==> src/rtl/empty_ptr_storage.sv <==
// empty_ptr_storage: free-pointer FIFO that self-fills with every table address after reset
module empty_ptr_storage #(
    parameter int A_WIDTH = 8
) (
    input  logic               clk_i,
    input  logic               rst_i,
    input  logic [A_WIDTH-1:0] add_empty_ptr_i,
    input  logic               add_empty_ptr_en_i,
    output logic [A_WIDTH-1:0] next_empty_ptr_o,
    output logic               next_empty_ptr_val_o,
    input  logic               next_empty_ptr_rd_ack_i,
    output logic               init_done_o,
    output logic [A_WIDTH:0]   count_o,
    output logic               overflow_err_o,
    output logic               underflow_err_o
);
    localparam int DEPTH = 2 ** A_WIDTH;

    typedef enum logic {INIT_S, RUN_S} state_t;

    state_t             state_q, state_d;
    logic [A_WIDTH-1:0] ram [DEPTH];
    logic [A_WIDTH-1:0] wr_ptr, rd_ptr, out_ptr, wr_data;
    logic [A_WIDTH:0]   count;
    logic               out_val, ovf, udf;
    logic               wr_en, rd_en, take, ovf_set, udf_set, full;

    assign full                 = count == (A_WIDTH + 1)'(DEPTH);
    assign next_empty_ptr_o     = out_ptr;
    assign next_empty_ptr_val_o = out_val;
    assign init_done_o          = state_q == RUN_S;
    assign count_o              = count;
    assign overflow_err_o       = ovf;
    assign underflow_err_o      = udf;

    // Next state and per-cycle RAM/accounting strobes; during INIT the write pointer doubles as the fill counter
    always_comb begin
        state_d = state_q;
        wr_en   = 1'b0;
        wr_data = add_empty_ptr_i;
        rd_en   = 1'b0;
        take    = 1'b0;
        ovf_set = 1'b0;
        udf_set = next_empty_ptr_rd_ack_i && !out_val;
        case (state_q)
            INIT_S: begin
                wr_en   = 1'b1;
                wr_data = wr_ptr;
                ovf_set = add_empty_ptr_en_i;
                state_d = (wr_ptr == A_WIDTH'(DEPTH - 1)) ? RUN_S : INIT_S;
            end
            RUN_S: begin
                wr_en   = add_empty_ptr_en_i && !full;
                ovf_set = add_empty_ptr_en_i && full;
                take    = next_empty_ptr_rd_ack_i && out_val;
                rd_en   = !out_val && count != '0;
            end
            default: state_d = INIT_S;
        endcase
    end

    // State, pointers, output register, count and sticky error flags
    always_ff @(posedge clk_i or posedge rst_i) begin
        if (rst_i) begin
            state_q <= INIT_S;
            wr_ptr  <= '0;
            rd_ptr  <= '0;
            out_ptr <= '0;
            out_val <= 1'b0;
            count   <= '0;
            ovf     <= 1'b0;
            udf     <= 1'b0;
        end else begin
            state_q <= state_d;
            if (wr_en) wr_ptr <= wr_ptr + 1'b1;
            if (rd_en) begin
                rd_ptr  <= rd_ptr + 1'b1;
                out_ptr <= ram[rd_ptr];
            end
            out_val <= rd_en || (out_val && !take);
            count   <= count + (A_WIDTH + 1)'(wr_en) - (A_WIDTH + 1)'(take);
            ovf     <= ovf || ovf_set;
            udf     <= udf || udf_set;
        end
    end

    // Pointer storage write port; contents need no reset because INIT rewrites every entry
    always_ff @(posedge clk_i) begin
        if (wr_en) ram[wr_ptr] <= wr_data;
    end
endmodule

==> config.mk <==
export PLATFORM = sky130hd
export DESIGN_NAME = empty_ptr_storage
export DESIGN_NICKNAME = d
export VERILOG_FILES = /design/src/rtl/empty_ptr_storage.sv
export SDC_FILE = /design/constraint.sdc
export NUM_CORES = 2
export LEC_CHECK = 0
export BUFFER_PORTS_ARGS = -buffer_cell sky130_fd_sc_hd__buf_2
export CAP_MARGIN = 5
export CORE_UTILIZATION = 50
export CTS_BUF_LIST = sky130_fd_sc_hd__clkbuf_8 sky130_fd_sc_hd__clkbuf_16
export CTS_CLUSTER_DIAMETER = 30
export DETAILED_ROUTE_END_ITERATION = 10
export PLACE_DENSITY = 0.76
export REMOVE_ABC_BUFFERS = 1
export SLEW_MARGIN = 20
export SYNTH_ARGS = -nofsm -noshare
export SYNTH_HDL_FRONTEND = slang
export SYNTH_SLANG_ARGS = --single-unit
==> constraint.sdc <==
create_clock -name clk_i -period 16.3 [get_ports clk_i]
set_input_delay 0.815 -clock clk_i [delete_from_list [all_inputs] [get_ports clk_i]]
set_output_delay 0.815 -clock clk_i [all_outputs]
set_load 0.005 [all_outputs]
==> metrics.md <==
| Metric | Value |
|---|---|
| Initial antenna violation count | 7 |
| VDD IR-drop max | 0.144 mV |
| Clk sinks | 2085 |
| Ys async rst share | 1.77% |
| Slew Limit Headroom | 13.1% |
| Distinct cells, synth | 61 |
| DR vias/cell | 6.63 |
| Post-DP HPWL | 119 mm |
| H-tree depth | 5 |
| Final instance area | 0.0958 mm2 |
| Synth Register Bits | 2085 |
| Period utilization | 35.8% |
| # rows | 147 |
| Clock root buffer | clkbuf_16 |
| CP startpoint kind | flip-flop |
| Sequential fraction of the synthesis area | 76.5% |
| Count of pins over their slew limit | 0 |
| Minimum clock period | 5.84 ns |
| Final setup fails | 0 |
| # fillers | 10600 |
| Remaining Overflow, GRT | 0 |
| Net count, final | 4130 |
| Vias | 43300 |
| Clock buffer depth | 4 |
| Vias in the first global route | 44100 |
| Area post-placement | 0.0837 mm2 |
| Area growth, synth to finish | 17.5% |
| Worst Reg-to-Reg Cells | 9 |
| Routed Antenna Nets | 0 |
| Syn avg cell area | 21.1 um2 |
| Port-buffer cells | 32 |
| Aggregate global-route resource usage | 27.3% |
| Post_cts resized | 0 |
| Final Hold Vio Count | 0 |
| CTS tree | built |
| Core ar. | 0.161 mm2 |
| Highest Clock Rate | 0.171 GHz |
| Largest net degree at the start of global routing | 257 |
| Crit path arrival time | 6.66 ns |
| Starting Density | 50.6% |
| Postcts setup bufs | 0 |
| Status | completed |
| Worst skew pair latency | 0.94 ns |
| Chip Width | 406 um |
| WL/cell | 34.2 um |
| Main synth FF type | edfxtp_1 |
| Leak | 27.9 nW |
| RSZ-0062 raised after global routing | no |
| DRC viols | 0 |
| Yosys warns | 0 |
| Cts hold-fix bufs | 0 |
| First-pass GRT wire length | 318 mm |
| Post-Syn Area | 0.0816 mm2 |
| Crit-path max FO | 145 |
| Die ar. | 0.165 mm2 |
| Die Y | 406 um |
| Worst slew pin tran | 1.30 ns |
| EDFF count, synth | 2048 |
| Final wirelength | 223 mm |
| Hold Crit Class | in2async |
| Starting DRT DRC Count | 6506 |
| Drt pass-1 iters | 6 |
| Io pins | 33 |
| Clock Skew | 0.0583 ns |
| Pwr dens | 139 mW/mm2 |
| Worst Setup End Kind | flip-flop |
| Syn Inst Count | 3872 |
| Final Wtd Congestion | 0.903 |
| Layout cells sized above 1 | 27.1% |
| CTS buffer count | 354 |
| Max Cap Viol | 0 |
| Setup_tns | 0 ns |
| Clk slew on worst S/H paths | 0.05 ns |
| WS Path Type | reg2reg |
| Req. time, crit path | 17.12 ns |
-- cells in the final DEF, fill, tap and decap left out, drive strengths merged, types with 37 or more instances in the layout --
cell type,n
bufinv,51
o22ai,40
o21ai,50
buf,105
mux4,491
a21oi,48
nand2,95
clkbuf,363
nand3,37
mux2i,176
clkinv,104
inv,102
dfrtp,37
nor2,303
edfxtp,2048
a22oi,40
-- final cells by class --
| class | count | area (um2) | area share (%) |
|---|---|---|---|
| clock inverter | 264 | 2940 | 3.07 |
| multi-input combinational | 1531 | 17800 | 18.6 |
| sequential | 2085 | 62400 | 65.2 |
| clock buffer | 363 | 9050 | 9.44 |
| timing repair buffer | 105 | 827 | 0.863 |
| tap | 2160 | 2700 | 2.82 |
| inverter | 23 | 87.6 | 0.0914 |
| antenna | 2 | 5.00 | 0.00522 |
-- kinds of logic (layout without fill, tap and decap cells) --
family / Yosys count / count (layout) / synth area share (%)
XOR/XNOR: 22 / 22 / 0.236
other: 0 / 2 / 0
adder cells (fa/ha/maj): 18 / 18 / 0.285
buffers and inverters: 256 / 755 / 1.85
flip-flops: 2085 / 2085 / 76.5
multiplexers: 681 / 681 / 15.9
AND/OR/NAND/NOR: 506 / 506 / 2.60
AO/OA/AOI/OAI: 304 / 304 / 2.54
-- final timing paths --
path | slack (ns) | start | to
setup / recovery | 10.46 | rd_ptr[1]$_DFFE_PP0P_ | next_empty_ptr_o[3]$_DFFE_PP0P_
hold / removal | 0.02 | rst_i | count_o[2]$_DFF_PP0_
setup reg to reg | 10.46 | rd_ptr[1]$_DFFE_PP0P_ | next_empty_ptr_o[3]$_DFFE_PP0P_
hold reg to reg | 0.54 | count_o[0]$_DFF_PP0_ | count_o[0]$_DFF_PP0_
max in group asynchronous | 15.59 | rst_i | rd_ptr[2]$_DFFE_PP0P_
min in group clk_i | 0.21 | add_empty_ptr_en_i | overflow_err_o$_DFF_PP0_
-- flip-flops by register name (all words and copies together), names as in the netlist --
| register | count |
|---|---|
| ram | 2048 |
| count_o | 9 |
| next_empty_ptr_o | 8 |
| rd_ptr | 8 |
| wr_ptr | 8 |
| init_done_o | 1 |
| next_empty_ptr_val_o | 1 |
| overflow_err_o | 1 |
| underflow_err_o | 1 |
-- power breakdown --
part	switching (mW)	internal, mW	total, mW
combinational	0.00405	0.00106	0.00512
clock	2.62	4.86	7.48
sequential	0.0000000000000000199	5.80	5.80
-- cell usage after synthesis, drive strengths merged, types with 14 or more instances --
master | number | area share, %
nand3 | 37 | 0.23
a221oi | 14 | 0.15
mux2i | 176 | 2.2
nor2 | 303 | 1.4
nor2b | 15 | 0.12
mux2 | 14 | 0.19
a22oi | 40 | 0.37
buf | 143 | 1.3
inv | 23 | 0.11
o22ai | 40 | 0.31
a211oi | 23 | 0.21
clkbuf | 90 | 0.44
mux4 | 491 | 14
o221ai | 23 | 0.25
edfxtp | 2048 | 75
ha | 17 | 0.26
xnor2 | 18 | 0.19
o21ai | 50 | 0.31
a21oi | 48 | 0.29
dfrtp | 37 | 1.1
o211ai | 17 | 0.16
nand2 | 95 | 0.44
-- critical path: stages (launching register included) --
cell      delay, ns
dfrtp_4        0.83
buf_12         0.68
buf_12         0.61
buf_4          0.89
buf_4          0.65
mux4_2         0.42
mux4_2         0.49
a221oi_1       0.37
a221oi_1       0.20
a221o_1        0.30
-- layer usage --
layer  wire (um)  track usage (%)  vias to the layer above  part of all wire [%]
li1            -                -                    16600                     -
met1       76600             35.2                    22200                    34
met2      104000             41.7                     3730                    47
met3       29300             8.25                      755                    13
met4       13300             14.8                        6                   5.9
met5          44                0                        -                 0.020
-- stage by stage --
stage / power, mW / worst slack [ns] / std cells / hold WS [ns] / utilization (%)
6_report: 13.3 / 10.46 / 6533 / 0.0201 / 59.4
5_1_grt: 13.5 / 10.27 / 6532 / 0.0529 / 59.4
4_1_cts: 13.3 / 10.47 / 6528 / 0.146 / 59.3
3_5_place_dp: 5.91 / 10.65 / 5901 / 0.537 / 51.9
3_3_place_gp: 5.91 / 10.71 / 5901 / 0.527 / 51.9
2_1_floorplan: 5.91 / -8.11 / 3639 / 0.451 / -
Power figures use the tool's default switching activity.
